<file path="src/rtl/kws_pkg.sv">
// Shared types and defaults for the keyword-spotting pipeline
// (fully_connected -> fc_argmax).
package kws_pkg;

    localparam int unsigned NUM_CLASSES = 8;
    localparam int unsigned DATA_WIDTH  = 16;

    typedef enum logic [1:0] {
        IDLE = 2'd0,
        SCAN = 2'd1,
        DONE = 2'd2
    } fc_argmax_state_t;

endpackage

</file>
<file path="src/rtl/argmax_cmp.sv">
// Registered signed compare-and-select of the running (best, best_idx)
// against one candidate element per cycle.
module argmax_cmp #(
    parameter int unsigned DATA_WIDTH = kws_pkg::DATA_WIDTH,
    parameter int unsigned IDX_W      = $clog2(kws_pkg::NUM_CLASSES)
) (
    input  logic                         clk,
    input  logic                         rst_n,
    input  logic                         load,
    input  logic                         en,
    input  logic signed [DATA_WIDTH-1:0] elem,
    input  logic        [IDX_W-1:0]      elem_idx,
    output logic signed [DATA_WIDTH-1:0] sel_score_c,
    output logic        [IDX_W-1:0]      sel_idx_c
);

    logic signed [DATA_WIDTH-1:0] best;
    logic        [IDX_W-1:0]      best_idx;
    logic                         gt_c;

    // Strictly greater keeps the earlier index on ties.
    always_comb begin
        gt_c        = elem > best;
        sel_score_c = gt_c ? elem     : best;
        sel_idx_c   = gt_c ? elem_idx : best_idx;
    end

    always_ff @(posedge clk or negedge rst_n) begin
        if (!rst_n) begin
            best     <= '0;
            best_idx <= '0;
        end else if (load) begin
            best     <= elem;
            best_idx <= elem_idx;
        end else if (en) begin
            best     <= sel_score_c;
            best_idx <= sel_idx_c;
        end
    end

endmodule

</file>
<file path="src/rtl/fc_argmax.sv">
// Sequential argmax over the fully_connected logit vector, one element per cycle.
// Optional confidence threshold enabled by defining FC_ARGMAX_THRESHOLD_EN.
module fc_argmax #(
    parameter int unsigned NUM_CLASSES = kws_pkg::NUM_CLASSES,
    parameter int unsigned DATA_WIDTH  = kws_pkg::DATA_WIDTH,
    parameter int unsigned INPUT_SIZE  = NUM_CLASSES * DATA_WIDTH,
    parameter logic signed [DATA_WIDTH-1:0] THRESHOLD = '0
) (
    input  logic                           clk,
    input  logic                           rst_n,
    input  logic [INPUT_SIZE-1:0]          data_in,
    input  logic                           data_valid,
    output logic                           busy,
    output logic [$clog2(NUM_CLASSES)-1:0] class_idx,
    output logic [DATA_WIDTH-1:0]          class_score,
    output logic                           class_unknown,
    output logic                           class_valid,
    output logic                           overrun
);

    import kws_pkg::*;

    localparam int unsigned IDX_W = $clog2(NUM_CLASSES);
    localparam logic [IDX_W-1:0] LAST = IDX_W'(NUM_CLASSES - 1);

    fc_argmax_state_t state, state_nxt;

    logic [INPUT_SIZE-1:0]        data_q;
    logic [IDX_W-1:0]             cnt;
    logic [IDX_W-1:0]             cmp_idx;
    logic [IDX_W-1:0]             sel_idx_c;
    logic signed [DATA_WIDTH-1:0] elem_sel;
    logic signed [DATA_WIDTH-1:0] cmp_elem;
    logic signed [DATA_WIDTH-1:0] sel_score_c;
    logic capture, scan_en, last, result_ld, busy_d, valid_d;

    assign elem_sel = data_q[int'(cnt) * DATA_WIDTH +: DATA_WIDTH];

    // Element 0 is loaded straight from the input bus on the capture edge.
    assign cmp_elem = capture ? data_in[DATA_WIDTH-1:0] : elem_sel;
    assign cmp_idx  = capture ? '0 : cnt;

    argmax_cmp #(
        .DATA_WIDTH (DATA_WIDTH),
        .IDX_W      (IDX_W)
    ) u_cmp (
        .clk         (clk),
        .rst_n       (rst_n),
        .load        (capture),
        .en          (scan_en),
        .elem        (cmp_elem),
        .elem_idx    (cmp_idx),
        .sel_score_c (sel_score_c),
        .sel_idx_c   (sel_idx_c)
    );

    always_comb begin
        state_nxt = state;
        case (state)
            IDLE:    if (data_valid) state_nxt = SCAN;
            SCAN:    if (cnt == LAST) state_nxt = DONE;
            DONE:    state_nxt = IDLE;
            default: state_nxt = IDLE;
        endcase
    end

    always_comb begin
        capture   = 1'b0;
        scan_en   = 1'b0;
        last      = 1'b0;
        result_ld = 1'b0;
        busy_d    = 1'b0;
        valid_d   = 1'b0;
        capture   = (state == IDLE) && data_valid;
        scan_en   = (state == SCAN);
        last      = (cnt == LAST);
        result_ld = scan_en && last;
        busy_d    = (state_nxt != IDLE);
        valid_d   = (state_nxt == DONE);
    end

    always_ff @(posedge clk or negedge rst_n) begin
        if (!rst_n) begin
            state       <= IDLE;
            data_q      <= '0;
            cnt         <= '0;
            busy        <= 1'b0;
            class_valid <= 1'b0;
            class_idx   <= '0;
            class_score <= '0;
            overrun     <= 1'b0;
        end else begin
            state       <= state_nxt;
            busy        <= busy_d;
            class_valid <= valid_d;
            if (capture) begin
                data_q <= data_in;
                cnt    <= IDX_W'(1);
            end else if (scan_en && !last) begin
                cnt <= cnt + IDX_W'(1);
            end
            if (result_ld) begin
                class_idx   <= sel_idx_c;
                class_score <= sel_score_c;
            end
            // Vectors offered while busy are dropped and flagged until reset.
            if (data_valid && (state != IDLE)) begin
                overrun <= 1'b1;
            end
        end
    end

`ifdef FC_ARGMAX_THRESHOLD_EN
    always_ff @(posedge clk or negedge rst_n) begin
        if (!rst_n) begin
            class_unknown <= 1'b0;
        end else if (result_ld) begin
            class_unknown <= (sel_score_c < THRESHOLD);
        end
    end
`else
    assign class_unknown = 1'b0;
`endif

endmodule

</file>
<file path="config.mk">
export PLATFORM = sky130hd
export DESIGN_NAME = fc_argmax
export DESIGN_NICKNAME = d
export VERILOG_FILES = /design/src/rtl/kws_pkg.sv /design/src/rtl/argmax_cmp.sv /design/src/rtl/fc_argmax.sv
export SDC_FILE = /design/constraint.sdc
export NUM_CORES = 1
export LEC_CHECK = 0
export BUFFER_PORTS_ARGS = -buffer_cell sky130_fd_sc_hd__buf_4
export CAP_MARGIN = 10
export CORE_ASPECT_RATIO = 1.4
export CORE_MARGIN = 4
export CORE_UTILIZATION = 40
export DETAILED_ROUTE_END_ITERATION = 6
export PLACE_DENSITY = 0.58
export SYNTH_ARGS = -nofsm -noshare
export SYNTH_HDL_FRONTEND = slang
export SYNTH_SLANG_ARGS = --single-unit
</file>
<file path="constraint.sdc">
create_clock -name clk -period 3.7 [get_ports clk]
set_input_delay 0.185 -clock clk [delete_from_list [all_inputs] [get_ports clk]]
set_output_delay 0.185 -clock clk [all_outputs]
set_load 0.01 [all_outputs]
</file>
* After elaboration in Yosys (flattened, before gate mapping)
Index checks and enable logic that the tools add are counted.
** Cells by class
- Add/subtract/negate cells :: 1
- Order comparisons :: 1
- Eq/ne operators :: 3
- Shift operators :: 1
- Multiplexer cells :: 13
- Reduce and logical (&&, ||, !) cells :: 10
** Operators with widths (number)
- $shiftx 128x8->16 :: 1
- $mux 16 :: 4
- $mux 3 :: 6
- $gt 16x16->1 :: 1
- $reduce_bool 2->1 :: 4
- $logic_and 1x1->1 :: 4
- $mux 2 :: 2
- $pmux 2 s2 :: 1
- $add 3x1->3 const B :: 1
- $eq 3x3->1 const B :: 1
- $eq 2x1->1 const B :: 1
- $eq 2x2->1 const B :: 1
- $logic_not 2->1 :: 1
- $logic_not 1->1 :: 1
** Word-level totals
- Bits in registers :: 174

* Longest topological paths before layout
- Word-level depth :: 7
- Depth in mapped cells :: 18
- Depth with buffers taken out :: 13

* Modules after synthesis
From an unflattened synthesis, not the netlist that was laid out.
** Unflattened totals
- Cell total of the unflattened synthesis :: 634
- Area, all modules :: 8857.2 um^2
** By module, submodules not included
- fc_argmax :: instances 1, cells an instance 513, area an instance 7472.2 um^2, sequential area each 3878.7 um^2
- argmax_cmp :: instances 1, cells an instance 121, area an instance 1385.1 um^2, sequential area each 475.5 um^2

* Worst setup path before layout
Ideal clock, no wire load.
- Path kind :: register to register
- Start :: register cnt[0]
- End :: register u_cmp.best_idx[2]
- Arrival :: 3168 ps
- Slack :: 411 ps
- Cell stages (with the launch flop) :: 15
- Path buffers :: 3
- Cell sequence :: dfrtp_1 > buf_4 > buf_4 > mux4_2 > mux2i_1 > o21ai_1 > ha_1 > and4_4 > nand4_4 > o21ai_0 > or3_1 > o22ai_4 > buf_6 > mux2i_1 > nor2_1
** Between the ends
- Cells in the longest elaborated chain, start to end :: 6
** Ends and longest elaborated chain
- start: declaration :: RTL line fc_argmax.sv:29 : logic [IDX_W-1:0] cnt;
- start signal: assignment :: RTL line fc_argmax.sv:100 : cnt <= cnt + IDX_W'(1);
- $shiftx 128x8->16 :: RTL line fc_argmax.sv:37 : assign elem_sel = data_q[int'(cnt) * DATA_WIDTH +: DATA_WIDTH];
- $mux 16 :: RTL line fc_argmax.sv:40 : assign cmp_elem = capture ? data_in[DATA_WIDTH-1:0] : elem_sel;
- $gt 16x16->1 :: RTL line argmax_cmp.sv:23 : gt_c = elem > best;
- $mux 3 :: RTL line argmax_cmp.sv:25 : sel_idx_c = gt_c ? elem_idx : best_idx;
- $mux 3 :: RTL line argmax_cmp.sv:35 : end else if (en) begin
- $mux 3 :: RTL line argmax_cmp.sv:32 : end else if (load) begin
- end signal: assignment :: RTL line argmax_cmp.sv:34 : best_idx <= elem_idx;
- end signal: assignment :: RTL line argmax_cmp.sv:37 : best_idx <= sel_idx_c;
- end: declaration :: RTL line argmax_cmp.sv:18 : logic [IDX_W-1:0] best_idx;
Every way passes these cells. The select of a mux whose other input is x is not followed.
A chain may end at the register's enable or synchronous reset.

* Final worst setup path
- Start :: register cnt[0]
- End :: register class_score[4]
** Between the ends
- Cells in the longest elaborated chain, start to end :: 4
- Elaborated cells on any way between the ends :: 6
** Ends and longest elaborated chain
- $shiftx 128x8->16 :: RTL line fc_argmax.sv:37
- $mux 16 :: RTL line fc_argmax.sv:40
- $gt 16x16->1 :: RTL line argmax_cmp.sv:23
- $mux 16 :: RTL line argmax_cmp.sv:24 : sel_score_c = gt_c ? elem : best;
- end signal: assignment :: RTL line fc_argmax.sv:104 : class_score <= sel_score_c;
- end: declaration :: RTL line fc_argmax.sv:15 : output logic [DATA_WIDTH-1:0] class_score,
Several ways; a longest one is shown, not always the timed one.

==> results_dict.tcl <==
set metrics [dict create \
    worst_slew_pin_slew_ns 1.035 \
    synth_edf_count 0 \
    fp.dieH_um 178.4 \
    synth-seq-cells 174 \
    start_util_pct 40.50 \
    clock_latency_ns 0.43 \
    path_delay_family "multiplexers" \
    multiInputGateArea_mm2 0.003601 \
    async_reset_ff_share_pct 100.0 \
    critical_path_arrival_ns 3.79 \
    ys.flop_type "dfrtp_1" \
    via_per_inst 4.927 \
    synthCells 858 \
    place_congestion 0.7922 \
    synth_warnings 0 \
    clkSlewWorstSetupHoldPaths_ns 0.07 \
    io_buffers 152 \
    p_seq_share_pct 31.8 \
    crit_chain "buf_12, mux4_2, mux2i_1, o21ai_1, ha_1, and4_4, nand4_4, a21oi_4, nor2_2, o221ai_2, buf_12, mux2i_1, a21oi_1" \
    slew_violations 0 \
    die_x_um 129.7 \
    synth_top_area_share_pct 52.50 \
    layout-drive-gt1-share_pct 21.73 \
    wl_per_cell_um 15.74 \
    grt_pass1_vias 6942 \
    setup.worst_path.start_class "flop" \
    timing.fmax_ghz 0.2864 \
    drt_iter0_markers 398 \
    avgSynthCellArea_um2 9.667 \
    grt_usage_pct 19.87 \
    fin_cells 1379 \
    core_mm2 0.02048 \
    slew_headroom_pct 31.03 \
    area_delta_synth_final_pct 37.68 \
    io-pin-count 154 \
    slowest_delay_ns 0.55 \
    synth_area_leader_cell "dfrtp_1" \
    min_period_ns 3.491 \
    ys_seq_area_share_pct 52.50 \
    fill_cells 1840 \
    clock_sinks 174 \
    diodes 0 \
    grt-ovfl-total 0 \
    grt_start_max_net_pins 113 \
    synthTopCellsByArea "dfrtp_1, nand2_1, mux4_2" \
    cap_violations 0 \
    hp-class "in -> reg" \
    p_int_uw 6248 \
    swShare_pct 38.83 \
    critPathRequiredTime_ns 3.99 \
    leakagePower_uw 0.005682 \
    hold_viol 0 \
    cts_tree "built" \
    num_rows 62 \
    path_max_fanout 24 \
    power.switching_uw 3966 \
    max-clock-path-buffers 2 \
    vdd_ir_drop_max_v 0.0006742 \
    die_area_mm2 0.02314 \
    setup_violations 0 \
    crit_path_end_kind "flop" \
    combPwrFrac_pct 51.6 \
    layout.nets 1259 \
    cts-buffers-inserted 17 \
    htreeDepth 4 \
    min_period_over_period_pct 94.36 \
    power_density_mw_per_mm2 894.4 \
    totalWireLength_um 21700 \
    status "finished, final reports clean" \
    path_buf_inv 2 \
    rsz0062_at_grt "no" \
    yosysUniqueCellTypes 40 \
    grt_pass1_wl_um 35720 \
    cpMaxStageDelayCell "mux4_2" \
    final_common_cell "nand2_1" \
    setup_tns_ns 0 \
    clockRootBuffer "clkbuf_16" \
    clock_skew_ns 0.01329 \
    area.sequential_mm2 0.004357 \
    layout_common_cells "nand2_1, dfrtp_1, buf_4" \
    netlist_area_mm2 0.008294 \
    p_clk_share_pct 16.6 \
    synth_nets 1007 \
    critical_path_class "reg -> reg" \
    antenna_found_initial 0 \
    dpl.cell_count 1232 \
    dp_hpwl_um 14460 \
    dr.pass1.iters 4 \
    drc 0 \
    vias 6795 \
    antenna_left 0 \
]
[kinds of logic after synthesis]
family | share of synthesized area, %
and+or+nand+nor | 21.29
DFF | 52.50
AOI/OAI and AO/OA | 5.823
buffers and inverters | 4.239
muxes | 13.40
adders and majority gates | 2.715
other | 0.04521
[final cells by class]
class	instances	share of cell area (%)
repair buffers	286	22.01
clock buffers	23	4.098
flip-flops and latches	174	38.15
inverters	19	0.6245
well taps	256	2.805
clock inverters	9	0.7779
multi-input cells	612	31.53
[power groups by stage]
stage               registers, µW  clock network, µW  logic [µW]
finish                       3250               1700        5270
global route                 3360               1830        5920
CTS                          3250               1740        5340
detailed placement           3280                  0        5220
global placement             3270                  0        5150
floorplan                    3180                  0        3980
[sequential cells by signal, indices dropped and copies added (netlist names)]
register / flops
u_cmp.best_idx: 3
class_valid: 1
cnt: 3
class_score: 16
data_q: 128
busy: 1
state: 2
class_idx: 3
overrun: 1
u_cmp.best: 16
[timing repair]
action                                  CTS  global route
resized for setup                         0             2
hold endpoints to repair                225             0
endpoints found under the setup margin    0            23
hold buffers                            115             0
buffers inserted                          0             0
[worst paths after layout]
kind,start,to,slack (ns),cells past startpoint
max reg2reg,cnt[0],class_score[4],0.21,13
min in group asynchronous,rst_n,class_valid,0.46,2
max,cnt[0],class_score[4],0.21,13
min,data_in[9],data_q[9],0.02,3
min reg2reg,data_q[60],data_q[60],0.47,2
max in group asynchronous,rst_n,data_q[90],2.34,3
[cells in the mapped netlist, types with 2 or more instances]
cell / n
a21oi_1: 23
o311ai_1: 16
dfrtp_1: 174
ha_1: 18
a22o_1: 4
buf_6: 2
nand2_1: 404
nor2_1: 28
inv_1: 19
o21ai_1: 17
buf_2: 22
o21ai_0: 5
and2_1: 4
buf_1: 3
mux2i_1: 39
mux4_2: 32
clkbuf_1: 19
o211ai_1: 2
buf_4: 6
[through the flow]
| step | util (%) | cell area [µm²] | setup slack, ns | hold slack, ns | power [µW] |
|---|---|---|---|---|---|
| floorplan | - | 8294 | 0.4109 | -0.1106 | 7161 |
| global placement | 47.41 | 9709 | 0.2312 | 0.3766 | 8419 |
| detailed placement | 47.41 | 9709 | 0.2181 | 0.3778 | 8502 |
| CTS | 55.75 | 11420 | 0.2029 | 0.001231 | 10330 |
| global route | 55.76 | 11420 | 0.02633 | 0.01809 | 11100 |
| finish | 55.76 | 11420 | 0.2087 | 0.02167 | 10210 |
[worst min-delay path: stages]
cell,delay (ns)
buf_4,0.08
nand2_1,0.08
nand2_1,0.07
[metal layers]
| layer | vias to the layer above | share of wire, % | GRT usage [%] |
|---|---|---|---|
| met3 | 40 | 4.2 | 3.505 |
| li1 | 3332 | - | - |
| met2 | 163 | 48 | 31.48 |
| met1 | 3260 | 44 | 27.13 |
| met4 | 0 | 3.1 | 7.972 |
| met5 | - | 0 | 0 |
No activity file was read; power rests on OpenSTA's default activity.
